[config.mk]
export PLATFORM = sky130hd
export DESIGN_NAME = alu_seq_flat
export DESIGN_NICKNAME = d
export VERILOG_FILES = /design/src/rtl/alu_seq_if.sv /design/src/rtl/alu_seq.sv /design/src/flat_wrapper.sv
export SDC_FILE = /design/constraint.sdc
export NUM_CORES = 1
export LEC_CHECK = 0
export BUFFER_PORTS_ARGS = -buffer_cell sky130_fd_sc_hd__buf_2
export CAP_MARGIN = 20
export CORE_MARGIN = 8
export CORE_UTILIZATION = 30
export DETAILED_ROUTE_END_ITERATION = 10
export PLACE_DENSITY = 0.54
export SLEW_MARGIN = 20
export SYNTH_ARGS = -nofsm -noshare
export SYNTH_HDL_FRONTEND = slang
export SYNTH_SLANG_ARGS = --single-unit
[constraint.sdc]
create_clock -name clk -period 6 [get_ports clk]
set_input_delay 0.6 -clock clk [delete_from_list [all_inputs] [get_ports clk]]
set_output_delay 0.6 -clock clk [all_outputs]
set_load 0.02 [all_outputs]
[src/rtl/alu_seq_if.sv]
// Request/response bundle for alu_seq: operation request in, result out.
interface alu_seq_if #(
  parameter int WIDTH = 16
);
  logic             in_valid;
  logic             in_ready;
  logic [2:0]       op;
  logic [WIDTH-1:0] A;
  logic [WIDTH-1:0] B;
  logic             out_valid;
  logic             out_ready;
  logic [WIDTH-1:0] result;
  logic [2:0]       nzp;
  logic             carry;

  modport master (
    output in_valid, op, A, B, out_ready,
    input  in_ready, out_valid, result, nzp, carry
  );

  modport slave (
    input  in_valid, op, A, B, out_ready,
    output in_ready, out_valid, result, nzp, carry
  );
endinterface

[src/rtl/alu_seq.sv]
// Sequential ALU: single-cycle logic/arith ops, bit-serial shifts and
// shift-add multiply, with a valid/ready handshake on both sides.
module alu_seq #(
  parameter int WIDTH = 16
) (
  input logic      clk,
  input logic      rst,
  alu_seq_if.slave bus
);
  localparam int SHW = $clog2(WIDTH);

  localparam logic [1:0] IDLE = 2'd0;
  localparam logic [1:0] BUSY = 2'd1;
  localparam logic [1:0] DONE = 2'd2;

  localparam logic [2:0] OP_ADD  = 3'b000;
  localparam logic [2:0] OP_AND  = 3'b001;
  localparam logic [2:0] OP_NOT  = 3'b010;
  localparam logic [2:0] OP_PASS = 3'b011;
  localparam logic [2:0] OP_SUB  = 3'b100;
  localparam logic [2:0] OP_SHL  = 3'b101;
  localparam logic [2:0] OP_SHR  = 3'b110;
  localparam logic [2:0] OP_MUL  = 3'b111;

  logic [1:0]       r_state;
  logic [2:0]       r_op;
  logic [WIDTH-1:0] r_a;       // multiplicand, shifted left each MUL step
  logic [WIDTH-1:0] r_b;       // multiplier, shifted right each MUL step
  logic [WIDTH-1:0] r_acc;     // shift value or partial product
  logic [SHW:0]     r_cnt;
  logic [SHW:0]     r_tc;      // terminal count captured at accept
  logic [WIDTH-1:0] r_result;
  logic [2:0]       r_nzp;
  logic             r_carry;

  logic             w_accept;
  logic [SHW-1:0]   w_k;
  logic             w_multi;
  logic [WIDTH:0]   w_sum;
  logic [WIDTH:0]   w_diff;
  logic [WIDTH-1:0] w_imm_res;
  logic             w_imm_carry;
  logic [WIDTH-1:0] w_step;
  logic             w_last;

  function automatic logic [2:0] f_nzp(input logic [WIDTH-1:0] v);
    if (v[WIDTH-1]) return 3'b100;
    else if (v == '0) return 3'b010;
    else return 3'b001;
  endfunction

  assign w_accept = bus.in_valid && (r_state == IDLE);
  assign w_k      = bus.B[SHW-1:0];
  assign w_multi  = (bus.op == OP_MUL) ||
                    (((bus.op == OP_SHL) || (bus.op == OP_SHR)) && (w_k != '0));
  assign w_sum    = {1'b0, bus.A} + {1'b0, bus.B};
  assign w_diff   = {1'b0, bus.A} + {1'b0, ~bus.B} + (WIDTH+1)'(1);
  assign w_last   = (r_cnt == r_tc);

  // Single-cycle results; zero-length shifts fall through as PASS.
  always_comb begin
    w_imm_res   = bus.A;
    w_imm_carry = 1'b0;
    case (bus.op)
      OP_ADD: begin
        w_imm_res   = w_sum[WIDTH-1:0];
        w_imm_carry = w_sum[WIDTH];
      end
      OP_AND:  w_imm_res = bus.A & bus.B;
      OP_NOT:  w_imm_res = ~bus.A;
      OP_PASS: w_imm_res = bus.A;
      OP_SUB: begin
        w_imm_res   = w_diff[WIDTH-1:0];
        w_imm_carry = w_diff[WIDTH];
      end
      default: ;
    endcase
  end

  // One iteration of a serial shift or a shift-add multiply step.
  always_comb begin
    w_step = r_acc;
    case (r_op)
      OP_SHL:  w_step = r_acc << 1;
      OP_SHR:  w_step = r_acc >> 1;
      OP_MUL:  if (r_b[0]) w_step = r_acc + r_a;
      default: ;
    endcase
  end

  // Control FSM plus datapath registers; outputs change only on entry to DONE.
  always_ff @(posedge clk) begin
    if (rst) begin
      r_state  <= IDLE;
      r_op     <= OP_ADD;
      r_a      <= '0;
      r_b      <= '0;
      r_acc    <= '0;
      r_cnt    <= '0;
      r_tc     <= '0;
      r_result <= '0;
      r_nzp    <= 3'b010;
      r_carry  <= 1'b0;
    end else begin
      case (r_state)
        IDLE: begin
          if (w_accept) begin
            r_op  <= bus.op;
            r_a   <= bus.A;
            r_b   <= bus.B;
            r_cnt <= '0;
            if (w_multi) begin
              r_state <= BUSY;
              r_acc   <= (bus.op == OP_MUL) ? '0 : bus.A;
              r_tc    <= (bus.op == OP_MUL) ? (SHW+1)'(WIDTH - 1)
                                            : {1'b0, w_k} - (SHW+1)'(1);
            end else begin
              r_state  <= DONE;
              r_result <= w_imm_res;
              r_nzp    <= f_nzp(w_imm_res);
              r_carry  <= w_imm_carry;
            end
          end
        end
        BUSY: begin
          r_acc <= w_step;
          r_cnt <= r_cnt + (SHW+1)'(1);
          if (r_op == OP_MUL) begin
            r_a <= r_a << 1;
            r_b <= r_b >> 1;
          end
          if (w_last) begin
            r_state  <= DONE;
            r_result <= w_step;
            r_nzp    <= f_nzp(w_step);
            r_carry  <= 1'b0;
          end
        end
        DONE: begin
          if (bus.out_ready) r_state <= IDLE;
        end
        default: r_state <= IDLE;
      endcase
    end
  end

  assign bus.in_ready  = (r_state == IDLE);
  assign bus.out_valid = (r_state == DONE);
  assign bus.result    = r_result;
  assign bus.nzp       = r_nzp;
  assign bus.carry     = r_carry;
endmodule
[src/flat_wrapper.sv]
// flat-port wrapper written by rule: the top's interface ports become plain ports
module alu_seq_flat 
#(
  parameter int WIDTH = 16
)
  (clk, rst, bus_in_valid, bus_op, bus_A, bus_B, bus_out_ready, bus_in_ready, bus_out_valid, bus_result, bus_nzp, bus_carry);
  alu_seq_if #(.WIDTH(WIDTH)) bus_i ();
  input logic clk;
  input logic rst;
  input wire logic [$bits(bus_i.in_valid)-1:0] bus_in_valid;
  input wire logic [$bits(bus_i.op)-1:0] bus_op;
  input wire logic [$bits(bus_i.A)-1:0] bus_A;
  input wire logic [$bits(bus_i.B)-1:0] bus_B;
  input wire logic [$bits(bus_i.out_ready)-1:0] bus_out_ready;
  output wire logic [$bits(bus_i.in_ready)-1:0] bus_in_ready;
  output wire logic [$bits(bus_i.out_valid)-1:0] bus_out_valid;
  output wire logic [$bits(bus_i.result)-1:0] bus_result;
  output wire logic [$bits(bus_i.nzp)-1:0] bus_nzp;
  output wire logic [$bits(bus_i.carry)-1:0] bus_carry;
  assign bus_i.in_valid = bus_in_valid;
  assign bus_i.op = bus_op;
  assign bus_i.A = bus_A;
  assign bus_i.B = bus_B;
  assign bus_i.out_ready = bus_out_ready;
  assign bus_in_ready = bus_i.in_ready;
  assign bus_out_valid = bus_i.out_valid;
  assign bus_result = bus_i.result;
  assign bus_nzp = bus_i.nzp;
  assign bus_carry = bus_i.carry;
  alu_seq #(.WIDTH(WIDTH)) u_core (.clk(clk), .rst(rst), .bus(bus_i));
endmodule
==> results_dict.tcl <==
set metrics [dict create \
    outcome "finished clean" \
    post_cts_buffers 0 \
    required_ns 6.18 \
    htreeDepth 3 \
    yosys-top-cells-area "dfxtp_1 22%, ha_1 8.2%, nor2_1 7.4%, nand2_1 6.9%, a21oi_1 6.2%" \
    antenna_left 0 \
    finalSetupViolCount 0 \
    syn_to_final_growth_pct 10.8 \
    die_area_mm2 0.0307 \
    via_per_inst 5.79 \
    fp-row-count 58 \
    cts_resized 0 \
    die_width_um 175 \
    critPathSlowestCell "a21oi_1" \
    synth_seq_area_share 0.216 \
    critPathMaxFanout 37 \
    startpoint_type "input port" \
    drv_cap 0 \
    clockBufferDepth 2 \
    grt_pass1_vias 7801 \
    netlist_instances 1086 \
    path_cells "buf_2 > a21oi_1 > nor2_1 > a211oi_1 > nand4_1 > a2111oi_2 > o211ai_1 > or3_1 > o31ai_1 > a311oi_1" \
    dr_total_vias 8272 \
    cpPeakStageDelay_ns 0.76 \
    yosys.area.top_type "dfxtp_1" \
    clock-sinks 82 \
    fin_tns_setup_ns 0 \
    period_minus_slack_ns 3.70 \
    finalNetCount 1184 \
    clk_latency_ns 0.35 \
    synth-seq-cells 82 \
    place_congestion 0.938 \
    path_clk_slew_ns 0.07 \
    overflow 0 \
    start_util 0.303 \
    cp-end-kind "flop" \
    critPathKind "input port to flop" \
    p_per_area_mw_per_mm2 249 \
    fmax_ghz 0.270 \
    r2r_cells 9 \
    holdBufCountCts 0 \
    core_area_mm2 0.0250 \
    grt_max_degree 61 \
    cts_root_buffer "clkbuf_16" \
    dieHeight_um 175 \
    crit_start "bus_op[2]" \
    worstMarginPinSlew_ns 1.00 \
    syn_nets 1178 \
    syn-cell-area_mm2 0.00760 \
    r2r-start "u_core.r_op[1]" \
    r2r_slack_ns 2.41 \
    power_mw 2.10 \
    io_pins 61 \
    async_reset_ff_frac 0 \
    port_buffers 60 \
    final.period_utilization 0.616 \
    rsz0062_at_grt "no" \
    synth-edff-count 0 \
    ir_worst_vdd_uv 149 \
    r2r_end "u_core.bus.nzp[0]" \
    syn_area_per_cell_um2 7.00 \
    synth_flop_cell "dfxtp_1" \
    grt_pass1_wl_um 45000 \
    skew_ns 0.0102 \
    ys_warn_count 0 \
    synth_top_area_frac 0.216 \
    route.detailed.drc 0 \
    final_max_slew_viol_count 0 \
    regArea_mm2 0.00164 \
    multi_input_area_mm2 0.00551 \
    track_usage 0.182 \
    antenna_found_initial 1 \
    dr.pass1.iters 5 \
    fillers 2773 \
    drt_iter0_drc 685 \
    synth_cell_types 80 \
    finalHoldViolations 0 \
    critical_path_arrival_ns 3.87 \
    cts_tree "built" \
    layout-drive-gt1-share 0.104 \
    total_leakage_power_nw 3.36 \
    routed_wl_um 28500 \
    slew_headroom 0.333 \
    hold_class "flop to flop" \
    endpoint "u_core.bus.nzp[0]" \
    cts_buffers 9 \
    hpwl_um 21200 \
    wire_per_inst_um 20.0 \
]
==> power by group <==
part / leakage [nW] / switching (mW) / internal (mW)
clock network: 0.148 / 0.252 / 0.338
registers: 0.676 / 0.0812 / 0.616
logic: 2.53 / 0.524 / 0.286
==> worst min-delay path by stage <==
| stage | start | end | slack, ns | depth (start not counted) |
|---|---|---|---|---|
| global route | u_core.bus.result[6] | u_core.bus.result[6] | 0.48 | 2 |
| CTS | u_core.bus.result[6] | u_core.bus.result[6] | 0.48 | 2 |
| floorplan | u_core.r_tc[4] | u_core.r_tc[4] | 0.44 | 2 |
| finish | u_core.bus.result[6] | u_core.bus.result[6] | 0.47 | 2 |
| global placement | u_core.r_b[3] | u_core.r_b[2] | 0.46 | 2 |
| detailed placement | u_core.r_b[3] | u_core.r_b[2] | 0.47 | 2 |
==> cell type report <==
cell class                 instances  area share
clock inverter                     5     0.00743
clock buffer                      11      0.0288
antenna                            1    0.000297
inverter                          48      0.0214
multi-input combinational        882       0.654
sequential                        82       0.195
tap                              330      0.0491
timing repair buffer              69      0.0437
==> cells in the final DEF, fill, tap and decap left out, types with 5 or more instances in the layout <==
cell type,instances
a211oi_1,15
a2111oi_0,6
nor4_1,9
a311oi_1,47
mux2i_1,6
dfxtp_1,82
nand3_1,22
buf_4,9
nand2b_1,7
buf_2,60
ha_1,50
o31ai_1,9
a21oi_1,93
o221ai_1,5
o21ai_0,54
nor2_1,148
a31oi_1,12
o21bai_1,5
and3_1,7
a21o_1,16
o31a_1,5
a221oi_1,6
xor2_1,10
o22ai_1,15
nand4_1,8
o21a_1,10
a22oi_1,10
nand2_1,139
or2_2,6
or3_1,7
inv_1,45
o211ai_1,22
nor2b_1,10
nor3_1,25
xnor2_1,15
clkbuf_16,9
==> metal layers <==
| layer | track usage | vias up | part of all wire |
|---|---|---|---|
| met3 | 0.0227 | 36 | 0.054 |
| met5 | 0 | - | 0 |
| li1 | - | 4029 | - |
| met4 | 0.0629 | 0 | 0.026 |
| met2 | 0.293 | 257 | 0.46 |
| met1 | 0.247 | 3950 | 0.46 |
==> worst max-delay path, delay by kind of cell <==
family          cells  cell delay, ns
compound gates      6            2.11
simple gates        3            0.80
buf+inv             1            0.33
==> stage by stage <==
step | instance area, um2 | worst slack [ns] | utilization | std cells | hold slack [ns]
finish | 8420 | 2.30 | 0.336 | 1428 | 0.474
global route | 8420 | 2.07 | 0.336 | 1428 | 0.484
CTS | 8410 | 2.35 | 0.336 | 1427 | 0.478
detailed placement | 8110 | 1.99 | 0.324 | 1411 | 0.468
global placement | 8110 | 2.02 | 0.324 | 1411 | 0.462
floorplan | 7600 | 2.90 | - | 1086 | 0.444
==> synthesized netlist by cell type (4+ instances only) <==
master       n
nor2_1     150
nand2_1    139
a21oi_1     94
dfxtp_1     82
clkbuf_1    62
o21ai_0     54
ha_1        50
a311oi_1    47
inv_1       45
nor3_1      25
nand3_1     22
o211ai_1    22
a21o_1      16
a211oi_1    15
o22ai_1     15
xnor2_1     15
a31oi_1     12
a22oi_1     10
nor2b_1     10
o21a_1      10
xor2_1      10
nor4_1       9
o31ai_1      9
buf_2        8
nand2b_1     8
nand4_1      8
and3_1       7
or3_1        7
a2111oi_0    6
a221oi_1     6
mux2i_1      6
or2_2        6
o21bai_1     5
o221ai_1     5
o31a_1       5
a211o_1      4
a2bb2oi_1    4
a32oi_1      4
and2_1       4
nand3b_1     4
==> state kept, by name, indices dropped and copies added (netlist names) <==
signal and count:
u_core.bus.nzp 2, u_core.r_op 3, u_core.bus.result 16, u_core.r_state 2, u_core.r_cnt 5, u_core.r_b 16
u_core.r_a 16, u_core.bus.carry 1, u_core.r_tc 5, u_core.r_acc 16
==> logic make-up (layout without fill, tap and decap cells) <==
logic type | count (synthesis) | after routing | share of synthesized area
and+or+nand+nor | 415 | 415 | 0.245
muxes | 7 | 7 | 0.00939
xor gates and xnor gates | 25 | 25 | 0.0288
other | 0 | 1 | 0
adders and majority gates | 53 | 53 | 0.0903
AOI/OAI and AO/OA | 382 | 382 | 0.349
buffers and inverters | 122 | 133 | 0.0621
DFF | 82 | 82 | 0.216
Power figures use the tool's default switching activity.
